==> src/rtl/div5_word_serializer.sv <==
// -----------------------------------------------------------------------------
// div5_word_serializer
// Feeds parallel words, MSB first, one bit per clock, into a downstream serial
// divisibility-by-5 checker. Each word gets a one-cycle clear pulse before its
// bits are sent. One cycle after the last bit, the block samples the checker's
// q. It also compares that q against its own running remainder and flags any
// disagreement.
//
// Ports
//   clk           in   1      system clock, posedge
//   reset         in   1      asynchronous, active-high reset
//   word_in       in   WIDTH  word to test, captured on the accept cycle
//   word_valid    in   1      word_in is valid
//   word_ready    out  1      ready for a word (IDLE only)
//   ser_clear     out  1      one-cycle clear pulse to the checker
//   ser_bit       out  1      serial bit, MSB first
//   ser_valid     out  1      ser_bit carries a word bit
//   q_in          in   1      checker q (1 = bits so far divisible by 5)
//   result_valid  out  1      result_div5 / result_err are valid
//   result_ready  in   1      consumer takes the result
//   result_div5   out  1      word divisible by 5, as reported by the checker
//   result_err    out  1      checker q disagreed with the internal remainder
// -----------------------------------------------------------------------------
module div5_word_serializer #(
    parameter int unsigned WIDTH = 8
) (
    input  logic             clk,
    input  logic             reset,
    input  logic [WIDTH-1:0] word_in,
    input  logic             word_valid,
    output logic             word_ready,
    output logic             ser_clear,
    output logic             ser_bit,
    output logic             ser_valid,
    input  logic             q_in,
    output logic             result_valid,
    input  logic             result_ready,
    output logic             result_div5,
    output logic             result_err
);

    localparam int unsigned CNT_W = $clog2(WIDTH + 1);
    localparam int unsigned REM_W = 3;

    typedef enum logic [2:0] {
        S_IDLE  = 3'd0,
        S_CLEAR = 3'd1,
        S_SHIFT = 3'd2,
        S_WAIT  = 3'd3,
        S_DONE  = 3'd4
    } state_t;

    state_t             r_state;
    state_t             w_state_nxt;
    logic [WIDTH-1:0]   r_shreg;
    logic [CNT_W-1:0]   r_cnt;
    logic [REM_W-1:0]   r_rem;
    logic               r_div5;
    logic               r_err;

    logic               w_accept;
    logic               w_last_bit;
    logic [REM_W:0]     w_rem_sum;
    logic [REM_W-1:0]   w_rem_nxt;

    assign w_accept   = (r_state == S_IDLE) && word_valid;
    assign w_last_bit = (r_cnt == CNT_W'(WIDTH - 1));

    // 2*rem + bit is at most 9, so one conditional subtract reduces it mod 5
    assign w_rem_sum = {r_rem, r_shreg[WIDTH-1]};
    assign w_rem_nxt = (w_rem_sum >= 4'd5) ? REM_W'(w_rem_sum - 4'd5)
                                           : w_rem_sum[REM_W-1:0];

    // State register
    always_ff @(posedge clk or posedge reset) begin
        if (reset) begin
            r_state <= S_IDLE;
        end else begin
            r_state <= w_state_nxt;
        end
    end

    // Next-state logic
    always_comb begin
        w_state_nxt = r_state;
        case (r_state)
            S_IDLE:  if (word_valid) w_state_nxt = S_CLEAR;
            S_CLEAR: w_state_nxt = S_SHIFT;
            S_SHIFT: if (w_last_bit) w_state_nxt = S_WAIT;
            S_WAIT:  w_state_nxt = S_DONE;
            S_DONE:  if (result_ready) w_state_nxt = S_IDLE;
            default: w_state_nxt = S_IDLE;
        endcase
    end

    // Output decode from state and registered datapath only
    always_comb begin
        word_ready   = 1'b0;
        ser_clear    = 1'b0;
        ser_bit      = 1'b0;
        ser_valid    = 1'b0;
        result_valid = 1'b0;
        case (r_state)
            S_IDLE:  word_ready   = 1'b1;
            S_CLEAR: ser_clear    = 1'b1;
            S_SHIFT: begin
                ser_valid = 1'b1;
                ser_bit   = r_shreg[WIDTH-1];
            end
            S_DONE:  result_valid = 1'b1;
            default: ;
        endcase
    end

    assign result_div5 = r_div5;
    assign result_err  = r_err;

    // Shift register, bit counter and running remainder
    always_ff @(posedge clk or posedge reset) begin
        if (reset) begin
            r_shreg <= '0;
            r_cnt   <= '0;
            r_rem   <= '0;
        end else if (w_accept) begin
            r_shreg <= word_in;
            r_cnt   <= '0;
            r_rem   <= '0;
        end else if (r_state == S_SHIFT) begin
            r_shreg <= {r_shreg[WIDTH-2:0], 1'b0};
            r_cnt   <= r_cnt + CNT_W'(1);
            r_rem   <= w_rem_nxt;
        end
    end

    // Result capture: q_in is only meaningful in WAIT, after all bits are in
    always_ff @(posedge clk or posedge reset) begin
        if (reset) begin
            r_div5 <= 1'b0;
            r_err  <= 1'b0;
        end else if (r_state == S_WAIT) begin
            r_div5 <= q_in;
            r_err  <= (q_in != (r_rem == '0));
        end
    end

endmodule

==> config.mk <==
export PLATFORM = sky130hd
export DESIGN_NAME = div5_word_serializer
export DESIGN_NICKNAME = d
export VERILOG_FILES = /design/src/rtl/div5_word_serializer.sv
export SDC_FILE = /design/constraint.sdc
export NUM_CORES = 1
export LEC_CHECK = 0
export BUFFER_PORTS_ARGS = -buffer_cell sky130_fd_sc_hd__buf_2
export CAP_MARGIN = 25
export CORE_MARGIN = 1
export CORE_UTILIZATION = 45
export CTS_CLUSTER_DIAMETER = 150
export DETAILED_ROUTE_END_ITERATION = 8
export PLACE_DENSITY = 0.73
export RECOVER_POWER = 100
export SYNTH_ARGS = -nofsm -noshare
export SYNTH_HDL_FRONTEND = slang
export SYNTH_SLANG_ARGS = --single-unit
==> constraint.sdc <==
create_clock -name clk -period 1.6 [get_ports clk]
set_input_delay 0.08 -clock clk [delete_from_list [all_inputs] [get_ports clk]]
set_output_delay 0.08 -clock clk [all_outputs]
set_load 0.01 [all_outputs]
# Word-level counts from Yosys, hierarchy flattened
# Cells that the tools add are included.
# W data, S select, Z words.
# word_totals
wordCells	39
output_inout_bits	7
input_bits	13
reg_bits	20
# op_classes
magnitude_cmp	1
n_reduce_logical	5
n_eq_ne	9
mux	16
addsub	2
# op_table
operator	count
$mux W3	6
$mux W8	2
$pmux W3 S5	1
$mux W4	2
$eq A3 B2 Y1 const B	2
$logic_not A3 Y1	2
$ne A2 B2 Y1 const B	3
$mux W1	5
$add A4 B1 Y4 const B	1
$eq A4 B3 Y1 const B	1
$ge A4 B3 Y1 const B	1
$eq A3 B1 Y1 const B	1
$eq A3 B3 Y1 const B	1
$reduce_and A3 Y1	1
$sub A3 B3 Y3 const B	1
$reduce_bool A2 Y1	1
$logic_and A1 B1 Y1	1
$ne A1 B1 Y1	1

# Longest topological paths before layout
# logic_depth
word_depth	4
ltp_mapped	6
depth_no_buf	6

# Worst setup path after synthesis
# OpenSTA, ideal clock, no wires.
# synth_path
kind	reg2reg
startpoint	register r_state[1]
endpoint	register r_shreg[7]
t_required_ns	1.474
n_path_buf	1
stages_incl_launch_ff	5
setup_time_ns	0.126
t_arrival_ns	1.230
path_slack_ns	0.244
period_less_slack_ns	1.356
cell_sequence	dfrtp_1 > buf_6 > nor4b_4 > nor3_1 > a221o_1
# synth_via
elab_chain_cells	3
elab_cells_between_ends	5
cone_classes	eq/ne: 1; mux: 1; reduce/logical: 3
# synth_lines
item	line_no	source
start, declared	53	state_t r_state;
start signal, assigned	79	r_state <= w_state_nxt;
$logic_not A3 Y1	66	assign w_accept = (r_state == S_IDLE) && word_valid;
$logic_and A1 B1 Y1	66	
$mux W8 / $reduce_bool A2 Y1 (equally long branches)	-	
end signal, assigned	125	r_shreg <= word_in;
end signal, assigned	129	r_shreg <= {r_shreg[WIDTH-2:0], 1'b0};
end, declared	55	logic [WIDTH-1:0] r_shreg;
# Parallel ways exist; a longest one is shown, timed or not.
# A chain may end at the register's enable or synchronous reset.

# Final worst setup path
# layout_path
startpoint	register r_state[2]
endpoint	output ser_valid
# layout_via
elab_chain_cells	2
# layout_lines
item	line_no	source
$eq A3 B2 Y1	103	case (r_state)
$mux W1	103	
end, declared	34	output logic ser_valid,
# Every way passes these cells.

==> impl_metrics.json <==
{
  "cts_sinks": 20,
  "syn-mean-instance-area_um2": 10.0,
  "power_mw": 2.10,
  "post_cts_resized": 0,
  "grt_pass1_wl_um": 3120,
  "fmax_ghz": 0.645,
  "synthArstFlopShare_pct": 100,
  "worst_pin_slew_ps": 1060,
  "fin_nets": 141,
  "critical_path_arrival_ps": 1470,
  "grt_remaining_overflow": 0,
  "cts_setup_buffers": 0,
  "r2r_slack_ps": 80,
  "powerDensity_nw_per_um2": 1830,
  "drtIter0Drc": 14,
  "drtAntennaViolNets": 0,
  "wl_per_cell_um": 12.0,
  "cap_violations": 0,
  "cp-start-kind": "flip-flop",
  "critPathMaxFanout": 18,
  "antenna_found_initial": 0,
  "fp.dieH_um": 48.4,
  "grt_pass1_vias": 770,
  "synth.distinct_cells": 28,
  "ys_ff_latch": 20,
  "dieArea_um2": 2340,
  "peakVddDrop_mv": 1.14,
  "insertion_delay_ps": 300,
  "yosysMostFrequentCell": "nand2_1",
  "end_kind": "primary output",
  "required_ps": 1520,
  "syn2layout_area_growth_pct": 18.5,
  "min_period_ps": 1550,
  "rr_startpoint": "r_state[1]$_DFFE_PP0P_",
  "yosys-top-cells-area": "dfrtp_1 52%, nand2_1 8.9%, a22oi_1 4.6%, ha_1 3.9%, nor2_1 2.7%",
  "tns_ps": 0,
  "hold-worst-slack_ps": 4.34,
  "worstSetupPathType": "flip-flop to primary output",
  "setup_viol": 0,
  "min_path_cells": 3,
  "startpoint": "r_state[2]$_DFFE_PP0P_",
  "synth_nets": 113,
  "synth_cells": 97,
  "die_x_um": 48.4,
  "synth_seq_area_share_pct": 51.6,
  "slew_viol_final": 0,
  "vias": 771,
  "coreArea_um2": 2000,
  "finalHoldViolations": 0,
  "drc": 0,
  "syn_area_um2": 970,
  "power.leakage_nw": 0.566,
  "status": "completed",
  "drtPass1Iterations": 4,
  "rsz0062_at_grt": "yes",
  "placed_area_um2": 1100,
  "wl_um": 1810,
  "cts_tree": "done",
  "cts_max_level": 1,
  "dp_hpwl_um": 1350,
  "ios": 20,
  "ys.flop_type": "dfrtp_1",
  "hold_path_class": "primary input to flip-flop",
  "viasPerCell": 5.11,
  "clock_skew_ps": 4.23,
  "gr-usage-all-layers_pct": 17.1,
  "reg2reg_to": "r_rem[0]$_DFFE_PP0P_",
  "port_buffers": 19,
  "start_util_pct": 48.4,
  "ys_warn_count": 0,
  "fin_area_um2": 1150,
  "grt_max_degree": 21,
  "synth_top_cell_by_area": "dfrtp_1",
  "relSlewSlack_pct": 29.3,
  "r2r_cells": 3,
  "holdPathEnd": "r_shreg[1]$_DFFE_PP0P_",
  "num_rows": 16,
  "synth_top_cell_area_share_pct": 51.6,
  "synthTopCellsByCount": "23 x nand2_1, 20 x dfrtp_1, 7 x nor2_1",
  "place_congestion": 0.707,
  "fill_cells": 188,
  "final_layout_size_suffix_gt1_share_pct": 19.4,
  "clk_path_buf_depth": 2,
  "period_share_pct": 96.8,
  "clkSlewWorstSetupHoldPaths_ps": 110,
  "cts_buffers": 3,
  "cts_root_buf": "clkbuf_4",
  "hp-start": "word_in[1]",
  "antenna_cells": 0,
  "synth_edf_count": 0
}
registers in the layout, indices dropped and copies added, names as in the netlist:
register,flops
result_err,1
result_div5,1
r_shreg,8
r_rem,3
r_cnt,4
r_state,3
critical path: stages, from the launching register on:
cell and delay [ps]:
dfrtp_1 470, nor2_1 160, nand2_1 90, inv_2 260, buf_2 190
per-stage QoR:
step                      utilization (%)  setup slack [ps]  std cells
final                                57.4              50.6        151
after global placement               54.9               187        144
after global routing                 57.4             -14.2        151
after CTS                            58.2              48.4        151
after floorplan                         -               244         97
after detailed placement             54.9               146        144
cell families (layout without fill, tap and decap cells):
| logic type | count (synthesis) | after routing | share of synthesized area [%] |
|---|---|---|---|
| multiplexers | 2 | 2 | 2.19 |
| adder cells (fa/ha/maj) | 3 | 3 | 3.87 |
| AND/OR/NAND/NOR | 42 | 42 | 21.2 |
| AO/OA/AOI/OAI | 17 | 17 | 11.6 |
| XOR/XNOR | 5 | 5 | 4.52 |
| flip-flops | 20 | 20 | 51.6 |
| buffers and inverters | 8 | 35 | 5.03 |
power breakdown:
group	total [mW]	switching (mW)	internal (mW)	leakage, nW
logic	0.930	0.531	0.400	0.289
registers	0.884	0.172	0.712	0.256
clock network	0.285	0.146	0.139	0.0210
total	2.10	0.850	1.25	0.566
cells in the final DEF (no fill, tap or decap), drive strengths merged, types with 2 or more instances in the layout:
master | Yosys | layout
a21oi | 3 | 3
xor2 | 2 | 2
ha | 3 | 3
a22oi | 6 | 6
dfrtp | 20 | 20
xnor2 | 3 | 3
nor3 | 3 | 3
clkbuf | 0 | 13
buf | 3 | 14
inv | 5 | 5
nand2b | 2 | 2
nand2 | 23 | 23
dlygate4sd3 | 0 | 3
nor2 | 7 | 7
o21ai | 4 | 4
final cells by class:
class / count / area [um2] / area share, %
flip-flops and latches: 20 / 500 / 43.6
multi-input cells: 69 / 420 / 36.6
repair buffers: 26 / 139 / 12.1
clock buffers: 4 / 36.3 / 3.16
well taps: 27 / 33.8 / 2.94
inverters: 5 / 18.8 / 1.63
routing by layer:
layer / vias up / wire, um / GRT usage, % / part of all wire (%)
li1: 380 / - / - / -
met1: 372 / 815 / 20.1 / 45
met2: 16 / 909 / 31.5 / 50
met3: 3 / 64 / 3.77 / 3.5
met4: 0 / 16 / 4.41 / 0.89
met5: - / 0 / 0 / 0
repair_timing:
action	in CTS	in global routing
setup endpoints to repair	0	1
hold endpoints to repair	22	0
hold buffers	3	0
worst max path at each step:
stage                                  end  slack (ps)  cells after the start
floorplan           r_shreg[7]$_DFFE_PP0P_         240                      4
global placement      r_rem[1]$_DFFE_PP0P_         190                      6
detailed placement    r_rem[1]$_DFFE_PP0P_         150                      6
CTS                              ser_valid          50                      4
global route                     ser_valid         -10                      4
finish                           ser_valid          50                      4
Note: power is estimated with default switching activity, not from simulation.
